===== config.mk =====
export PLATFORM = sky130hd
export DESIGN_NAME = edge_event_arbiter
export DESIGN_NICKNAME = d
export VERILOG_FILES = /design/src/rtl/edge_event_arbiter.sv
export SDC_FILE = /design/constraint.sdc
export NUM_CORES = 1
export LEC_CHECK = 0
export CORE_AREA = 2 2 42 82
export DETAILED_ROUTE_END_ITERATION = 10
export DIE_AREA = 0 0 44 84
export PLACE_DENSITY = 0.72
export SYNTH_ARGS = -nofsm -noshare
export SYNTH_HDL_FRONTEND = slang
export SYNTH_SLANG_ARGS = --single-unit

===== constraint.sdc =====
create_clock -name clk -period 5.9 [get_ports clk]
set_clock_uncertainty 0.2 [all_clocks]
set_input_delay 1.18 -clock clk [delete_from_list [all_inputs] [get_ports clk]]
set_output_delay 1.18 -clock clk [all_outputs]
set_load 0.01 [all_outputs]

===== src/rtl/edge_event_arbiter.sv =====
`default_nettype none
// ============================================================================
//  Module      : edge_event_arbiter
//  Description : Per-channel edge detection with one-deep pending events,
//                sticky overflow flags and a fair round-robin valid/ready
//                event port. All outputs are registered.
//  Revision    : 1.0  initial release
// ============================================================================
module edge_event_arbiter #(
    parameter int N  = 4,   // number of input channels (2..16)
    parameter int CW = 2    // evt_chan width, equals $clog2(N)
) (
    input  logic             clk,
    input  logic             rst_n,
    input  logic [N-1:0]     in,
    input  logic [2*N-1:0]   mode,
    output logic             evt_valid,
    input  logic             evt_ready,
    output logic [CW-1:0]    evt_chan,
    output logic             evt_rise,
    output logic [N-1:0]     ovf,
    input  logic [N-1:0]     ovf_clr
);

    // Index width wide enough to hold start + offset before the modulo wrap.
    localparam int IW = CW + 1;

    typedef enum logic [0:0] {
        ST_IDLE  = 1'b0,
        ST_OFFER = 1'b1
    } state_t;

    // ------------------------------------------------------------------------
    // Registered state
    // ------------------------------------------------------------------------
    state_t            r_state;
    logic [N-1:0]      r_prev;       // last sampled level per channel
    logic [N-1:0]      r_pend;       // one-deep pending event per channel
    logic [N-1:0]      r_pol;        // polarity of the newest pending edge
    logic [N-1:0]      r_ovf;        // sticky lost-event flags
    logic [CW-1:0]     r_rr_ptr;     // round-robin search start
    logic              r_evt_valid;
    logic [CW-1:0]     r_evt_chan;
    logic              r_evt_rise;

    // ------------------------------------------------------------------------
    // Combinational next-state terms
    // ------------------------------------------------------------------------
    logic [N-1:0]      w_rise;
    logic [N-1:0]      w_fall;
    logic [N-1:0]      w_en_edge;    // edge that the channel mode accepts
    logic [N-1:0]      w_acc_vec;    // one-hot of the channel accepted this cycle
    logic [N-1:0]      w_ovf_set;
    logic [N-1:0]      w_pend_nxt;
    logic [N-1:0]      w_pol_nxt;
    logic [N-1:0]      w_ovf_nxt;
    logic              w_accept;
    logic [CW-1:0]     w_chan_inc;   // evt_chan + 1 modulo N
    logic [N-1:0]      w_srch_mask;
    logic [CW-1:0]     w_srch_start;
    logic              w_found;
    logic [CW-1:0]     w_sel;

    assign w_accept = r_evt_valid & evt_ready;

    // Per-channel edge qualification, accept decode and polarity update.
    for (genvar k = 0; k < N; k++) begin : g_chan
        assign w_rise[k]    = in[k] & ~r_prev[k];
        assign w_fall[k]    = ~in[k] & r_prev[k];
        assign w_en_edge[k] = (w_rise[k] & mode[2*k]) | (w_fall[k] & mode[2*k+1]);
        assign w_acc_vec[k] = w_accept && (r_evt_chan == CW'(k));
        assign w_pol_nxt[k] = w_en_edge[k] ? w_rise[k] : r_pol[k];
    end

    // A new edge on an already pending channel overwrites it and is flagged,
    // unless that channel is being drained in the same cycle.
    assign w_ovf_set  = w_en_edge & r_pend & ~w_acc_vec;
    assign w_pend_nxt = (r_pend & ~w_acc_vec) | w_en_edge;
    // Set has priority over clear so a simultaneous loss is never hidden.
    assign w_ovf_nxt  = (r_ovf & ~ovf_clr) | w_ovf_set;

    assign w_chan_inc = (r_evt_chan == CW'(N - 1)) ? '0 : r_evt_chan + CW'(1);

    // Search inputs: from IDLE use the stored pointer; from OFFER after an
    // accept, search the remaining pending set starting just past the winner.
    assign w_srch_mask  = (r_state == ST_OFFER) ? (r_pend & ~w_acc_vec) : r_pend;
    assign w_srch_start = (r_state == ST_OFFER) ? w_chan_inc : r_rr_ptr;

    // Round-robin pick: first set bit of the mask at or above the start, wrapping at N.
    always_comb begin
        logic [IW-1:0] idx;
        w_found = 1'b0;
        w_sel   = '0;
        idx     = '0;
        for (int i = 0; i < N; i++) begin
            idx = {1'b0, w_srch_start} + IW'(i);
            if (idx >= IW'(N)) begin
                idx = idx - IW'(N);
            end
            if (!w_found && w_srch_mask[idx[CW-1:0]]) begin
                w_found = 1'b1;
                w_sel   = idx[CW-1:0];
            end
        end
    end

    // Channel bookkeeping: previous levels, pending bits, polarity and overflow.
    always_ff @(posedge clk) begin
        if (!rst_n) begin
            r_prev <= in;
            r_pend <= '0;
            r_pol  <= '0;
            r_ovf  <= '0;
        end else begin
            r_prev <= in;
            r_pend <= w_pend_nxt;
            r_pol  <= w_pol_nxt;
            r_ovf  <= w_ovf_nxt;
        end
    end

    // Offer FSM: loads a frozen payload and reselects back-to-back on accept.
    // The payload polarity comes from the next-cycle polarity so an edge that
    // lands in the selection cycle is the one delivered (the older is flagged).
    always_ff @(posedge clk) begin
        if (!rst_n) begin
            r_state     <= ST_IDLE;
            r_rr_ptr    <= '0;
            r_evt_valid <= 1'b0;
            r_evt_chan  <= '0;
            r_evt_rise  <= 1'b0;
        end else begin
            case (r_state)
                ST_IDLE: begin
                    if (w_found) begin
                        r_evt_valid <= 1'b1;
                        r_evt_chan  <= w_sel;
                        r_evt_rise  <= w_pol_nxt[w_sel];
                        r_state     <= ST_OFFER;
                    end
                end
                ST_OFFER: begin
                    if (w_accept) begin
                        r_rr_ptr <= w_chan_inc;
                        if (w_found) begin
                            r_evt_chan <= w_sel;
                            r_evt_rise <= w_pol_nxt[w_sel];
                        end else begin
                            r_evt_valid <= 1'b0;
                            r_state     <= ST_IDLE;
                        end
                    end
                end
                default: begin
                    r_state     <= ST_IDLE;
                    r_evt_valid <= 1'b0;
                end
            endcase
        end
    end

    assign evt_valid = r_evt_valid;
    assign evt_chan  = r_evt_chan;
    assign evt_rise  = r_evt_rise;
    assign ovf       = r_ovf;

endmodule
`default_nettype wire


# After elaboration in Yosys (flattened, before gate mapping)
# Index checks and enable logic that the tools add are counted.
# word_totals
regBits,23
input_bits,19
out_inout_bits,8
wordCells,125
# op_classes
add_sub_neg,8
order_cmp,9
n_eq_ne,6
muxes,42
bitwise_logic,38
reduce_logical,13
# ops
op,count
2-to-1 mux 2 bit,12
2-to-1 mux 1 bit,20
AND 1 bit,17
AND 4 bit,4
"less-than comparator 2 x 3 -> 1 bit, second input constant",5
binary-select mux 1 bit (select 2 bit),5
">= comparator 3 bit, second input constant",3
NOT 1 bit,9
NOT 4 bit,2
OR 4 bit,2
"subtractor 2 x 1 -> 2 bit, second input constant",4
logical AND 1 bit,7
"adder 2 x 2 -> 3 bit, second input constant",2
case mux 1 bit (2 select lines),3
"== test 2 bit, second input constant",2
2-to-1 mux 4 bit,1
"inequality test 2 bit, second input constant",2
OR 1 bit,4
case mux 2 bit (2 select lines),1
"adder 2 x 1 -> 3 bit, second input constant",1
">= comparator 2 x 3 -> 1 bit, second input constant",1
logical NOT 1 bit,3
AND reduction 3 bit,1
"adder 2 x 1 -> 2 bit, second input constant",1
4 further kinds,4

# Longest topological paths before layout
# Gate-level depths: netlist (run 1).
# logic_depth
ltp_word,22
depth_mapped,8
ltp_nobuf,8

# Worst setup path after synthesis (run 1)
# Ideal clock, no wire load.
# synth_timing
path_kind,input to register
start,input evt_ready
end,"register r_evt_rise, in the netlist evt_rise"
setup_time_ns,0.086
t_arrival_ns,2.391
required_ns,5.614
setup_slack_ns,3.222
cell_stages,7
n_path_buf,1
path_cell_list,buf_2 nand2_2 o21ai_1 nand4_1 a21boi_1 and2_1 a221oi_2
# synth_between
elab_chain_cells,22
word_cells_on_any_way,36
classes_between,eq/ne: 1; mux: 22; bitwise: 3; reduce/logical: 10
# synth_rtl
element,line,rtl
"start, declared",18,"input logic evt_ready,"
AND 1 bit *,64,assign w_accept = r_evt_valid & evt_ready;
logical AND 1 bit,71,assign w_acc_vec[k] = w_accept && (r_evt_chan == CW'(k));
NOT 4 bit,86,assign w_srch_mask = (r_state == ST_OFFER) ? (r_pend & ~w_acc_vec) : r_pend;
AND 4 bit,86,
2-to-1 mux 4 bit,86,
binary-select mux 1 bit (select 2 bit),100,if (!w_found && w_srch_mask[idx[CW-1:0]]) begin
2-to-1 mux 1 bit (not written as such),100,
2-to-1 mux 1 bit,100,
[6 not listed],-,
logical NOT 1 bit,100,
logical AND 1 bit,100,
2-to-1 mux 2 bit,100,
binary-select mux 1 bit (select 2 bit),"138, 147",
2-to-1 mux 1 bit (not written as such),"138, 147",
2-to-1 mux 1 bit,"135, 145",
2-to-1 mux 1 bit,143,if (w_accept) begin
case mux 1 bit (2 select lines),133,case (r_state)
"end signal, assigned",138,r_evt_rise <= w_pol_nxt[w_sel];
"end signal, assigned",147,r_evt_rise <= w_pol_nxt[w_sel];
"end, declared",44,logic r_evt_rise;
# Mark *: on every way between the ends. The rest lies on a longest branch, timed or not. The select of a mux whose other input is x is not followed.
# A chain may end at the register's enable or synchronous reset.

# Worst setup path in the final report (run 1)
# Ends and elaborated chain as after synthesis.

==> summary.txt, run 1 <==
Setup path
  – Critical Path AT: 3.24 ns
  – Crit. End Element: flop
  – Critical register-to-register path endpoint: evt_rise
  – Max incr delay on CP: 0.66 ns
  – RR Startpoint: evt_chan[0]
  – CP max stage cell: clkdlybuf4s50_1
  – Setup CP Type: in2reg
  – Register-to-register setup slack: 3.45 ns
  – Worst EP required: 5.89 ns
  – Maximum fanout along the worst path: 8
  – Crit path cell chain: clkdlybuf4s50_1, nand2_2, o21ai_1, nand4_1, a21boi_1, and2_1, a221oi_2
  – Reg2Reg Depth: 8
  – Nature of the critical path startpoint: primary input

Clocking
  – H-tree levels: 1
  – Worst-path clk slew: 0.08 ns
  – Clock insertion delay at the later pin of the skew report: 0.27 ns
  – Hold-fix buffers, CTS: 0
  – Sink Count: 23
  – Worst-case clock buffer depth: 2
  – CTS Buf Count: 3
  – CTS root buf: clkbuf_8
  – CTS tree: built
  – Cts repair resizes: 0
  – Post-CTS Setup Inserts: 0

STA
  – Slew @ Worst Pin: 0.570 ns
  – Final Hold Viols: 0
  – Worst slew margin: 61.9%
  – Setup violators final: 0
  – Tcrit/Tclk final: 55.0%
  – Fin Setup TNS: 0 ns
  – Slew Limit Fails: 0
  – Max Clk Rate: 308 MHz
  – RSZ-0062 raised after global routing: no
  – Final worst path period need: 3.25 ns

Floorplanning
  – Die area: 3700 sq um
  – Core Area: 3120 sq um
  – Initial Utilization: 38.0%
  – DIE HEIGHT: 84 microns
  – Row cnt: 29
  – IO Pins: 27
  – Die X: 44 microns

Hold path
  – Min-Delay Endpoint: r_pend[3]
  – Worst min-delay path category: reg2reg
  – Min-delay src: r_pend[3]
  – Hold Crit Depth: 2

Cells and area
  – Post-route insts no fill: 194
  – Layout cells sized above 1: 8.59%
  – Fin nets: 187
  – Area Overhead vs Synth: 26.8%
  – Most common cell after layout, fill and taps aside: clkdlybuf4s50_1
  – Final core utilization: 48.2%
  – Finished layout cell area: 1500 sq um
  – Number of diodes: 0
  – Fillers: 301
  – Most frequent cells in the layout: clkdlybuf4s50_1, dfxtp_1, nor2_1

Synthesis
  – Mapped Nets: 160
  – Synth top area cells: dfxtp_1, and2_1, nor2_1, nor2b_1, a21oi_1
  – Share of the synthesized area in the top cell type: 38.9%
  – Cells after Synth: 137
  – Cell taking the most area after synthesis: dfxtp_1
  – Distinct cell type count after synthesis: 36
  – Seq/Total Area, Yosys: 38.9%
  – Avg Cell Area, Syn: 8.65 sq um
  – Synth Register Bits: 23
  – Cell area after synthesis: 1180 sq um
  – Synth warnings: 0

Placed design
  – Post-Place Cells: 190
  – Area of placed instances: 1460 sq um
  – Post-DP HPWL: 2100 microns
  – Final Wtd Congestion: 0.981
  – I/O Buffers: 26

GRT
  – M1 GR Usage: 14.6%
  – Largest net degree at the start of global routing: 20
  – GR Util met2: 27.5%
  – Initial antenna violation count: 0
  – M3 GR Usage: 3.90%
  – Vias in the first global route: 1024
  – First-pass GRT wire length: 4380 microns
  – Remaining global-route overflow: 0
  – All-Layer GR Usage: 15.8%
  – GRT busiest layer: met2

Pwr
  – IR drop worst, VDD: 0.144 mV
  – Leak: 0.563 nW
  – PwrDens: 241 nW/um^2
  – Tot Pwr: 0.362 mW

Routing
  – Vias per cell: 5.44
  – Vias post-DR: 1056
  – Starting DRC count in detailed routing: 38
  – DRC viols: 0
  – TritonRoute pass-1 iters: 4
  – Routed Antenna Nets: 0
  – WL/cell: 14.2 microns
  – Routed wire length: 2760 microns

Status
  – Run status: finished, final reports clean

Run
  – Max cap viols: 0
==> per-stage QoR <==
stage	hold WS (ns)	worst slack (ns)
final	0.327	2.65
after global routing	0.367	2.58
after CTS	0.330	2.72
after detailed placement	0.310	2.44
after global placement	0.302	2.62
after floorplan	0.276	3.22
==> power by group <==
group | internal [mW] | leakage (nW) | switching [mW]
sequential | 0.166 | 0.189 | 0.0130
combinational | 0.0428 | 0.348 | 0.0408
clock | 0.0473 | 0.0255 | 0.0528
total | 0.256 | 0.563 | 0.107
==> logic make-up after synthesis <==
| logic type | count (synthesis) | synth area share [%] |
|---|---|---|
| simple gates | 58 | 26.4 |
| compound gates | 34 | 19.5 |
| flops | 23 | 38.9 |
| buf+inv | 11 | 4.54 |
| mux | 7 | 6.44 |
| fa+ha+maj | 4 | 4.22 |
==> worst max-delay path: cells and delay by family <==
| kind | cells | cell delay [ns] |
|---|---|---|
| AOI/OAI and AO/OA | 3 | 0.77 |
| buffers and inverters | 1 | 0.66 |
| and+or+nand+nor | 3 | 0.63 |
==> layout make-up <==
cell class                 instances  area (sq um)  area share, %
tap                               31          38.8           2.58
timing repair buffer              26           260           17.3
sequential                        23           460           30.6
inverter                           7          26.3           1.75
clock inverter                     1          5.00          0.333
multi-input combinational        103           671           44.6
clock buffer                       3          41.3           2.75
==> synthesized netlist by cell type <==
master,instances
dfxtp_1,23
buf_6,1
and4_1,1
nor3_4,1
nor3_1,1
nand3_1,5
o22ai_1,5
o211ai_2,1
o21ai_1,2
nor2_1,15
o2bb2ai_1,1
buf_2,1
buf_4,1
mux2_4,1
nand2_2,1
ha_1,4
a211oi_1,1
a211oi_2,1
o21ai_2,1
a21oi_1,11
a221oi_2,1
mux2_2,1
inv_1,7
nor2b_1,9
nand2_1,12
a21boi_0,4
nor3_2,1
clkbuf_1,1
nand2b_4,1
mux2i_1,5
o21ai_0,2
and2_1,9
o21a_1,3
a21boi_1,1
nand4_1,1
nor3b_1,1
==> sequential cells by signal (all words and copies together) (netlist names) <==
name / flops
r_pol: 4
r_prev: 4
evt_valid: 1
r_state: 1
evt_chan: 2
r_pend: 4
evt_rise: 1
ovf: 4
r_rr_ptr: 2
==> how the worst max path moves through the flow <==
| stage | startpoint | to | slack (ns) | cells after the start |
|---|---|---|---|---|
| after floorplan | evt_ready | evt_rise | 3.22 | 7 |
| final | evt_ready | evt_rise | 2.65 | 7 |
| after global placement | evt_ready | evt_rise | 2.62 | 7 |
| after global routing | evt_ready | evt_rise | 2.58 | 7 |
| after detailed placement | evt_ready | evt_rise | 2.44 | 7 |
| after CTS | evt_ready | evt_rise | 2.72 | 7 |
==> routing by layer <==
metal	part of all wire [%]	routed length, microns	vias to the layer above
li1	-	-	519
met1	35	976	477
met2	54	1480	42
met3	4.8	132	18
met4	6.2	170	0
met5	0	0	-
Note: power is estimated with default switching activity, not from simulation.
==> inputs of run 2 (changes only) <==
--- a/config.mk
+++ b/config.mk
@@ -8,7 +8,7 @@
 export CORE_AREA = 2 2 42 82
 export DETAILED_ROUTE_END_ITERATION = 10
 export DIE_AREA = 0 0 44 84
-export PLACE_DENSITY = 0.72
+export PLACE_DENSITY = 0.74
 export SYNTH_ARGS = -nofsm -noshare
 export SYNTH_HDL_FRONTEND = slang
 export SYNTH_SLANG_ARGS = --single-unit
==> constraint.sdc (replaced) <==
create_clock -name clk -period 2.84 [get_ports clk]
set_clock_uncertainty 0.2 [all_clocks]
set_input_delay 0.568 -clock clk [delete_from_list [all_inputs] [get_ports clk]]
set_output_delay 0.568 -clock clk [all_outputs]
set_load 0.01 [all_outputs]
==> run 2 against run 1 <==
Via count grew 1.6%; routed wire length down 2.5%; die area did not move; total power is 110% higher; sequential share of layout area did not move; global-route usage is 0.44 points lower; register-to-register slack worse by 3.0 ns; clock power increased by 100%; cell area unchanged; worst hold slack better by 0.0063 ns; non-clock buffer count is the same; sequential power increased by 110%.
==> summary.txt, run 2 (synthesized netlist as in run 1, its figures left out) <==
Floorplanning
  – IO Pins: 27 (unchanged)
  – Core Area: 3120 sq um (unchanged)
  – Die area: 3700 sq um (unchanged)
  – Die X: 44 microns (unchanged)
  – Initial Utilization: 38.0% (unchanged)
  – DIE HEIGHT: 84 microns (unchanged)
  – Row cnt: 29 (unchanged)

Pwr
  – Leak: 0.563 nW (unchanged)
  – Sequential power share: 49.5% (+0.2 points)
  – Clk pwr share: 27.4% (-0.2 points)
  – Sw Share: 29.0% (-0.40 points)
  – Combinational power share: 23.0% (about the same)
  – PwrDens: 498 nW/um^2 (+110%)
  – IR drop worst, VDD: 0.275 mV (+92%)
  – Switching power total: 0.217 mW (+100%)
  – Int Pwr: 0.531 mW (+110%)

Placed design
  – I/O Buffers: 26 (unchanged)
  – Post-DP HPWL: 2110 microns (+0.60%)
  – Setup WS pre-CTS: 0.0645 ns (-2.38 ns)
  – Final Wtd Congestion: 0.935 (-4.7%)
  – Post-Place Cells: 190 (unchanged)

GRT
  – Largest net degree at the start of global routing: 20 (unchanged)
  – Initial antenna violation count: 0 (unchanged)
  – Vias in the first global route: 1034 (+0.98%)
  – All-Layer GR Usage: 15.3% (-0.44 points)
  – Remaining global-route overflow: 0 (unchanged)
  – First-pass GRT wire length: 4260 microns (-2.7%)

Clocking
  – CTS Buf Count: 3 (unchanged)
  – Worst-case clock buffer depth: 2 (unchanged)
  – Cts repair resizes: 0 (unchanged)
  – Clock insertion delay at the later pin of the skew report: 0.27 ns (about the same)
  – CTS root buf: clkbuf_8
  – Worst-path clk slew: 0.08 ns (about the same)
  – CTS tree: built
  – Sink Count: 23 (unchanged)
  – Post-CTS Setup Inserts: 0 (unchanged)
  – H-tree levels: 1 (unchanged)
  – Hold-fix buffers, CTS: 0 (unchanged)

Setup path
  – CP max stage cell: clkdlybuf4s50_1
  – Crit. End Element: flop
  – Setup CP Type: in2reg
  – RR Startpoint: evt_chan[0]
  – Worst EP required: 2.83 ns (-3.06 ns)
  – Crit path cell chain: clkdlybuf4s50_1, nand2_2, o21ai_1, nand4_1, a21boi_1, and2_1, a221oi_2
  – Register-to-register setup slack: 0.49 ns (-2.96 ns)
  – Critical Path AT: 2.55 ns (-0.69 ns)
  – Reg2Reg Depth: 8 (unchanged)
  – Nature of the critical path startpoint: primary input
  – Critical register-to-register path endpoint: evt_rise
  – Max incr delay on CP: 0.65 ns (about the same)
  – Maximum fanout along the worst path: 8 (unchanged)

STA
  – Fin Setup TNS: 0 ns (unchanged)
  – Worst slew margin: 63.9% (+2.0 points)
  – Max Clk Rate: 391 MHz
  – Slew @ Worst Pin: 0.539 ns (-0.0306 ns)
  – Final Hold Viols: 0 (unchanged)
  – Final worst slack: 0.282 ns (-2.37 ns)
  – Setup violators final: 0 (unchanged)
  – Slew Limit Fails: 0 (unchanged)
  – RSZ-0062 raised after global routing: no
  – Final worst path period need: 2.56 ns
  – Tcrit/Tclk final: 90.1%

Run
  – Max cap viols: 0 (unchanged)

Cells and area
  – Area of the multi-input gates: 671 sq um (unchanged)
  – Most common cell after layout, fill and taps aside: clkdlybuf4s50_1
  – Sequential Area: 460 sq um (unchanged)
  – Post-route insts no fill: 194 (unchanged)
  – Most frequent cells in the layout: clkdlybuf4s50_1, dfxtp_1, nor2_1
  – Number of diodes: 0 (unchanged)
  – Area Overhead vs Synth: 26.8% (unchanged)
  – Layout cells sized above 1: 8.59% (unchanged)
  – Fin nets: 187 (unchanged)
  – Fillers: 305 (+1.3%)

Routing
  – Routed wire length: 2690 microns (-2.5%)
  – Vias per cell: 5.53 (+1.6%)
  – WL/cell: 13.9 microns (-2.5%)
  – Starting DRC count in detailed routing: 32 (-16%)
  – TritonRoute pass-1 iters: 4 (unchanged)
  – Routed Antenna Nets: 0 (unchanged)
  – Vias post-DR: 1073 (+1.6%)
  – DRC viols: 0 (unchanged)

Hold path
  – Min-delay src: r_pend[1]
  – Worst min-delay path category: reg2reg
  – Min-Delay Endpoint: r_pend[1]
  – Hold Crit Depth: 2 (unchanged)

Status
  – Run status: finished, final reports clean
run 2: cell counts in the layout (fill, tap and decap cells not counted):
No cell type changed its count.
run 2: worst max path at each step:
stage | start | end | slack, ns
after detailed placement | evt_ready | evt_chan[0] | 0.06
final | evt_ready | evt_rise | 0.28
after CTS | evt_ready | evt_rise | 0.33
after global routing | evt_ready | evt_rise | 0.18
after global placement | evt_ready | evt_rise | 0.16
after floorplan | evt_chan[0] | evt_rise | 0.68
run 2: metrics by stage:
stage               hold slack, ns  power (mW)  instance area, sq um  utilization (%)
floorplan                    0.276       0.484                  1180                -
global placement             0.300       0.540                  1460             46.7
detailed placement           0.320       0.548                  1460             46.7
CTS                          0.333       0.754                  1500             48.2
global route                 0.369       0.786                  1500             48.2
finish                       0.334       0.749                  1500             48.2
run 2: final cells by class:
cell class / count / area share [%]
inverter: 7 / 1.75
multi-input combinational: 103 / 44.6
clock buffer: 3 / 2.75
tap: 31 / 2.58
sequential: 23 / 30.6
clock inverter: 1 / 0.333
timing repair buffer: 26 / 17.3
run 2: routing by layer:
metal | part of all wire, % | track usage (%) | vias up | wire length, microns
li1 | - | - | 524 | -
met1 | 34 | 14.9 | 484 | 916
met2 | 55 | 25.3 | 45 | 1470
met3 | 4.7 | 2.60 | 20 | 125
met4 | 6.7 | 14.6 | 0 | 179
met5 | 0 | 0 | - | 0
run 2: critical path: cells and delay by family:
family	cells	cell delay (ns)
AND/OR/NAND/NOR	3	0.61
buffers and inverters	1	0.65
AO/OA/AOI/OAI	3	0.74
run 2: power by group through the flow:
stage	Sequential, mW	Combinational, mW	Clock, mW
after floorplan	0.368	0.116	0
after global placement	0.376	0.164	0
after detailed placement	0.377	0.171	0
after CTS	0.370	0.172	0.212
after global routing	0.374	0.188	0.224
final	0.371	0.173	0.205
